**src/rtl/div_timer_multi.sv**
```systemverilog
// System DIV counter plus NCH TIMA-style timer channels on the CPU register bus.
// Each channel counts falling edges of a selectable DIV tap and reloads from MOD on overflow.
module div_timer_multi #(
  parameter int unsigned DIV_W = 16,
  parameter int unsigned NCH   = 2,
  parameter int unsigned CNT_W = 8,
  parameter int unsigned TAP0  = 9,
  parameter int unsigned TAP1  = 3,
  parameter int unsigned TAP2  = 5,
  parameter int unsigned TAP3  = 7
) (
  input  logic             clk,
  input  logic             reset,
  input  logic             tick_en,
  input  logic             cpu_wr,
  input  logic             cpu_rd,
  input  logic [3:0]       addr,
  input  logic [7:0]       d_in,
  output logic [7:0]       d_out,
  output logic [DIV_W-1:0] div_q,
  output logic [NCH-1:0]   irq
);

  localparam logic [0:0]       ST_RUN  = 1'b0;
  localparam logic [0:0]       ST_OVF  = 1'b1;
  localparam logic [CNT_W-1:0] CNT_MAX = '1;

  logic div_wr;
  assign div_wr = cpu_wr && (addr == 4'd0);

  // Free-running divider; a CPU write clears it and wins over the tick
  always_ff @(posedge clk) begin
    if (reset)        div_q <= '0;
    else if (div_wr)  div_q <= '0;
    else if (tick_en) div_q <= div_q + DIV_W'(1);
  end

  logic [CNT_W-1:0] cnt_a  [NCH];
  logic [CNT_W-1:0] mod_a  [NCH];
  logic [2:0]       ctrl_a [NCH];

  for (genvar ch = 0; ch < NCH; ch++) begin : g_ch
    localparam logic [3:0] A_CNT  = 4'(1 + 3 * ch);
    localparam logic [3:0] A_MOD  = 4'(2 + 3 * ch);
    localparam logic [3:0] A_CTRL = 4'(3 + 3 * ch);

    logic [CNT_W-1:0] cnt, cnt_nxt, mod_r;
    logic [0:0]       state, state_nxt;
    logic [1:0]       sel;
    logic             en, tap, t, t_prev, inc, irq_r, irq_nxt;
    logic             wr_cnt, wr_mod, wr_ctrl;

    assign wr_cnt  = cpu_wr && (addr == A_CNT);
    assign wr_mod  = cpu_wr && (addr == A_MOD);
    assign wr_ctrl = cpu_wr && (addr == A_CTRL);

    always_comb begin
      tap = 1'b0;
      case (sel)
        2'd0:    tap = div_q[TAP0];
        2'd1:    tap = div_q[TAP1];
        2'd2:    tap = div_q[TAP2];
        default: tap = div_q[TAP3];
      endcase
    end

    // Any 1->0 on the gated tap counts, including ones caused by en/sel/DIV writes
    assign t   = en & tap;
    assign inc = t_prev & ~t;

    always_comb begin
      state_nxt = state;
      cnt_nxt   = cnt;
      irq_nxt   = 1'b0;
      case (state)
        ST_RUN: begin
          if (wr_cnt) begin
            cnt_nxt = d_in[CNT_W-1:0];
          end else if (inc) begin
            if (cnt == CNT_MAX) begin
              cnt_nxt   = '0;
              state_nxt = ST_OVF;
            end else begin
              cnt_nxt = cnt + CNT_W'(1);
            end
          end
        end
        ST_OVF: begin
          state_nxt = ST_RUN;
          if (wr_cnt) begin
            cnt_nxt = d_in[CNT_W-1:0];
          end else begin
            cnt_nxt = wr_mod ? d_in[CNT_W-1:0] : mod_r;
            irq_nxt = 1'b1;
          end
        end
        default: state_nxt = ST_RUN;
      endcase
    end

    always_ff @(posedge clk) begin
      if (reset) begin
        state  <= ST_RUN;
        cnt    <= '0;
        mod_r  <= '0;
        en     <= 1'b0;
        sel    <= 2'd0;
        t_prev <= 1'b0;
        irq_r  <= 1'b0;
      end else begin
        state  <= state_nxt;
        cnt    <= cnt_nxt;
        t_prev <= t;
        irq_r  <= irq_nxt;
        if (wr_mod) mod_r <= d_in[CNT_W-1:0];
        if (wr_ctrl) begin
          en  <= d_in[2];
          sel <= d_in[1:0];
        end
      end
    end

    assign irq[ch]    = irq_r;
    assign cnt_a[ch]  = cnt;
    assign mod_a[ch]  = mod_r;
    assign ctrl_a[ch] = {en, sel};
  end

  // Combinational register read mux
  always_comb begin
    d_out = 8'hFF;
    if (cpu_rd) begin
      if (addr == 4'd0) d_out = div_q[DIV_W-1 -: 8];
      for (int i = 0; i < NCH; i++) begin
        if (addr == 4'(1 + 3 * i)) d_out = 8'(cnt_a[i]);
        if (addr == 4'(2 + 3 * i)) d_out = 8'(mod_a[i]);
        if (addr == 4'(3 + 3 * i)) d_out = {5'b11111, ctrl_a[i]};
      end
    end
  end

endmodule

```
**config.mk**
```make
export PLATFORM = sky130hd
export DESIGN_NAME = div_timer_multi
export DESIGN_NICKNAME = d
export VERILOG_FILES = /design/src/rtl/div_timer_multi.sv
export SDC_FILE = /design/constraint.sdc
export NUM_CORES = 1
export LEC_CHECK = 0
export CAP_MARGIN = 0
export CORE_ASPECT_RATIO = 1.1
export CORE_MARGIN = 4
export CORE_UTILIZATION = 52
export CTS_BUF_LIST = sky130_fd_sc_hd__clkbuf_8
export CTS_CLUSTER_SIZE = 30
export DETAILED_ROUTE_END_ITERATION = 16
export PLACE_DENSITY = 0.78
export SYNTH_ARGS = -nofsm -noshare
export SYNTH_HDL_FRONTEND = slang
export SYNTH_SLANG_ARGS = --single-unit
```
**constraint.sdc**
```tcl
create_clock -name clk -period 2 [get_ports clk]
set_clock_uncertainty 0.15 [all_clocks]
set_input_delay 0.5 -clock clk [delete_from_list [all_inputs] [get_ports clk]]
set_output_delay 0.5 -clock clk [all_outputs]
set_load 0.02 [all_outputs]
```
Word-level counts from Yosys, hierarchy flattened
Cells that the tools add are included.

Bits in registers: 60. Latch bits: 0. RAM bits: 0. Bits in read-only memories: 0. Input port bits: 17. Output and inout bits: 26. Word-level logic and storage cells: 85. Memories kept: 0.

$add $sub $neg: 3. Multipliers: 0. Div/mod/pow operators: 0. Order comparisons: 0. Eq/ne operators: 14. Shift-type cells: 0. Muxes and demuxes: 32. Bitwise gates (word level): 8. Reduce and logical (&&, ||, !) cells: 13.

Operators by type and width (count): $mux 8 (18); $pmux 8 s2 (2); $add 16x1->16 const B (1); $add 8x1->8 const B (2); $eq 8x8->1 const B (2); $eq 4x3->1 const B (3); $eq 4x2->1 const B (2); $mux 1 (8); $logic_and 1x1->1 (7); $ne 3x3->1 const B (2); $pmux 1 s3 (2); $reduce_or 2->1 (3); $and 1x1->1 (4); $eq 2x1->1 const B (2); $eq 2x2->1 const B (2); $eq 4x1->1 const B (1); $logic_not 2->1 (2); $logic_not 4->1 (1); $not 1->1 (4); $pmux 1 s2 (2).

Depth between registers and ports, before layout
Word-level depth: 9. Depth in mapped cells: 7. Gate-level depth less buffers: 6.

Least setup slack after synthesis
No wires, ideal clock.

Kind: input to output. From: input addr[1]. To: output d_out[6]. Arrival: 1.620 ns. Required time: 1.350 ns. Setup slack: -0.270 ns. Stages: 7. Buffers on the path: 2. Cell sequence: buf_4 buf_2 mux2_2 o22ai_1 nand2_1 o221ai_1 nand2_1.

Word-level cells in the longest chain between the ends: 9. Elaborated cells on any way between the ends: 15. Those cells by class: eq/ne (6); mux (8); reduce/logical (1).

Ends and longest elaborated chain: start, declared (RTL line 17) `input logic [3:0] addr,`; $logic_not 4->1 (RTL line 133) `if (addr == 4'd0) d_out = div_q[DIV_W-1 -: 8];`; $mux 8 (RTL line 133); $mux 8 (RTL line 135) `if (addr == 4'(1 + 3 * i)) d_out = 8'(cnt_a[i]);`; $mux 8 (RTL line 136) `if (addr == 4'(2 + 3 * i)) d_out = 8'(mod_a[i]);`; $mux 8 (RTL line 137) `if (addr == 4'(3 + 3 * i)) d_out = {5'b11111, ctrl_a[i]};`; $mux 8 (RTL line 135); $mux 8 (RTL line 136); $mux 8 (*) (RTL line 137); $mux 8 (*) (RTL line 132) `if (cpu_rd) begin`; end, declared (RTL line 19) `output logic [7:0] d_out,`.

Mark *: on every way between the ends. The rest lies on a longest branch, timed or not.

Final worst setup path
From: input addr[1]. To: output d_out[5].

Same word-level chain as after synthesis.

==> key figures <==
Route
  • Drt total wl: ~12000 um
  • Vias per cell: between 6 and 7
  • Drt drc: 0
  • Routed Antenna Nets: 0
  • Via count: 3807
  • First-pass DRT Iterations: 5
  • WL/cell: between 15 and 20 um
  • Iter 0 DRT Violations: 533

Logic synthesis
  • Main flop type after synthesis: dfxtp_1
  • Mux cell area share after synthesis: 12.4%
  • Ys async rst share: 0%
  • Post-synth EDFFs: 0
  • Syn nets: 412
  • Largest family of logic cells by synthesized area: simple AND/OR/NAND/NOR gates
  • Sequential fraction of the synthesis area: approximately a third
  • Number of synthesized register bits: 60
  • Synth unique cells: between 60 and 70
  • Synth Area in XOR/XNOR: 4.01%
  • Cells after Synth: 392
  • Post-synthesis simple-gate area fraction: around a quarter
  • Synthesized area per cell: 8.83 um^2
  • Netlist Area Pre-Place: 3460 um^2
  • Synth Warn #: 0
  • Post-synthesis adder-cell area fraction: 1.08%
  • Complex-gate fraction of the synthesized area: approximately a fifth

Setup path
  • Reg-to-Reg Start: g_ch[0].cnt[3]
  • CP startpoint kind: input port
  • Crit Path Category: in2out
  • Reg2reg setup slack: 60 ps
  • Crit path capture type: primary output
  • Cell depth of the worst flop-to-flop path: 6
  • Worst EP required: 1350 ps
  • WP data arrival: 1580 ps
  • Largest fanout on the critical path: 9
  • R2r endpoint: g_ch[0].cnt[5]

STA
  • Worst setup margin: -229 ps
  • Worst Max-Slew Pin Slew: 507 ps
  • Final setup fails: 8
  • Max frequency: 449 MHz
  • Max-slew headroom: 66.2%
  • RSZ-0062 raised after global routing: true
  • Final hold viol count: 0
  • Final Max Slew Viols: 0
  • Final Cycle Share: 111%
  • Hold slack: 394 ps
  • Crit path time final: 2230 ps

GRT
  • Largest net degree at the start of global routing: 20
  • First-pass GRT wire length: 18400 um
  • Gr usage total: 29.6%
  • Initial antenna violation count: 0
  • GR Overflow Total: 0
  • Number of global-route vias before repair: around 3700

Die
  • Site Rows: 30
  • Chip height: 93.5 um
  • Ports: 43
  • CORE AREA: between 6000 and 7000 um^2
  • Initial Util: 54.9%
  • Die area: 8020 um^2
  • Die Width: ~86 um

Placement
  • Post-Place Cells: 585
  • Dpl cell area: 4660 um^2
  • Detailed placement HPWL: 8200 um
  • IO Port Bufs: 42
  • Pre-CTS setup slack: -1070 ps
  • Routability Congestion: 0.940

Pwr
  • Switching share of power: 26.7%
  • PnR Total Power: 2.68 mW
  • Clock power share: 39.5%
  • Net Switching: 714 uW
  • P_leak: 2.11 nW
  • Pint: 1.96 mW
  • Pwr per Cell Area: 532 nW/um^2
  • Comb power frac: 14.9%
  • Seq pwr share: 45.6%
  • Max VDD drop: around 0.37 mV

Clock tree
  • Clock Latency Late Sink: between 300 and 400 ps
  • CTS tree: done
  • Root buffer cell: clkbuf_8
  • Clock slew at reported path FFs: 60 ps
  • Clock Path Buffers: 2
  • CTS Sinks: 60
  • CTS hold repair buffers: 0
  • Htree depth: 3
  • CTS Buf Count: 9

Outcome
  • Failing checks: setup timing
  • Status: complete, but fails checks

Worst hold path
  • Hold Path Depth: 2
  • Hold Path End: div_q[6]
  • Hold Path Origin: div_q[6]
  • Worst Hold Class: reg2reg

Cells and area
  • Area delta synth->final: 45.6%
  • Fin area: 5040 um^2
  • Net count, final: 541
  • Non-filler cells, final: roughly 600
  • Layout cells sized above 1: 35.6%
  • Commonest cells after routing, fill and taps aside: 92 x buf_4, 59 x dfxtp_1, 50 x nor2_1, 24 x mux2i_1, 21 x nand2_1
  • Commonest non-fill, non-tap cell in the layout: buf_4
  • N_diodes: 0
  • # fillers: slightly above 400

Job
  • Max Cap Viol: 0
## routing by layer
metal / GRT usage [%] / wire (um) / up-vias
met5: 0 / 0 / -
li1: - / - / 1721
met4: 16.5 / 501 / 0
met1: 36.5 / 4770 / 1825
met2: 48.2 / 5590 / 220
met3: 5.81 / 889 / 41
## cell usage after synthesis (8+ instances only)
master | instances | area [um^2]
nor3_1 | 11 | 55.1
clkbuf_1 | 10 | 37.5
dfxtp_1 | 60 | 1200
mux2i_1 | 27 | 270
o221ai_1 | 12 | 105
nand2b_1 | 11 | 68.8
mux2_2 | 8 | 90.1
nor2_1 | 51 | 191
xor2_1 | 11 | 96.3
a21oi_1 | 17 | 85.1
nand3_1 | 20 | 100
nand2_1 | 28 | 105
## cell type report
type,instances,area [um^2],area share [%]
clock inverter,7,60.1,1.19
inverter,7,26.3,0.522
sequential,60,1200,23.9
multi-input combinational,303,2330,46.3
timing repair buffer,140,1190,23.7
tap,80,100,1.99
clock buffer,9,124,2.46
## worst max-delay path, cell delays in order
cell and delay (ps):
buf_12 110, buf_12 130, nand2b_4 140, buf_6 150
o22ai_1 170, nand2_1 90, o221ai_2 70, nand2_2 70
buf_6 140
## registers in the layout (all words and copies together), names as in the netlist
register     flops
div_q           16
g_ch.cnt        16
g_ch.mod_r      16
g_ch.sel         4
g_ch.en          2
g_ch.irq_r       2
g_ch.state       2
g_ch.t_prev      2
## power groups by stage
stage | clock network [mW] | registers, mW | logic, mW
2_1_floorplan | 0 | 1.25 | 0.173
3_3_place_gp | 0 | 1.25 | 0.346
3_5_place_dp | 0 | 1.25 | 0.353
4_1_cts | 1.07 | 1.22 | 0.374
5_1_grt | 1.12 | 1.22 | 0.420
6_report | 1.06 | 1.22 | 0.399
## kinds of logic after synthesis
logic type,Yosys count
compound gates,85
xor+xnor,15
fa+ha+maj,3
buf+inv,29
flops,60
mux,38
simple gates,162
## how the worst max path moves through the flow
stage / from / to / slack [ps] / cells after the start
4_1_cts: addr[1] / d_out[4] / -210 / 7
5_1_grt: addr[1] / d_out[5] / -280 / 9
3_3_place_gp: addr[1] / d_out[4] / -1040 / 8
2_1_floorplan: addr[1] / d_out[6] / -40 / 7
6_report: addr[1] / d_out[5] / -230 / 9
3_5_place_dp: addr[1] / d_out[3] / -1070 / 8
## per-stage QoR
stage	TNS, ps	util [%]
after floorplan	-85.5	-
after global placement	-37770	73.9
after CTS	-1470	77.9
final	-1540	79.9
after detailed placement	-38810	73.9
after global routing	-1880	79.9
## what timing repair did
action / CTS / global route
pin swaps: 14 / 10
gates cloned: 1 / 0
endpoints found under the setup margin: 79 / 34
buffers inserted: 1 / 4
resized for setup: 93 / 27
No activity file was read; power rests on OpenSTA's default activity.
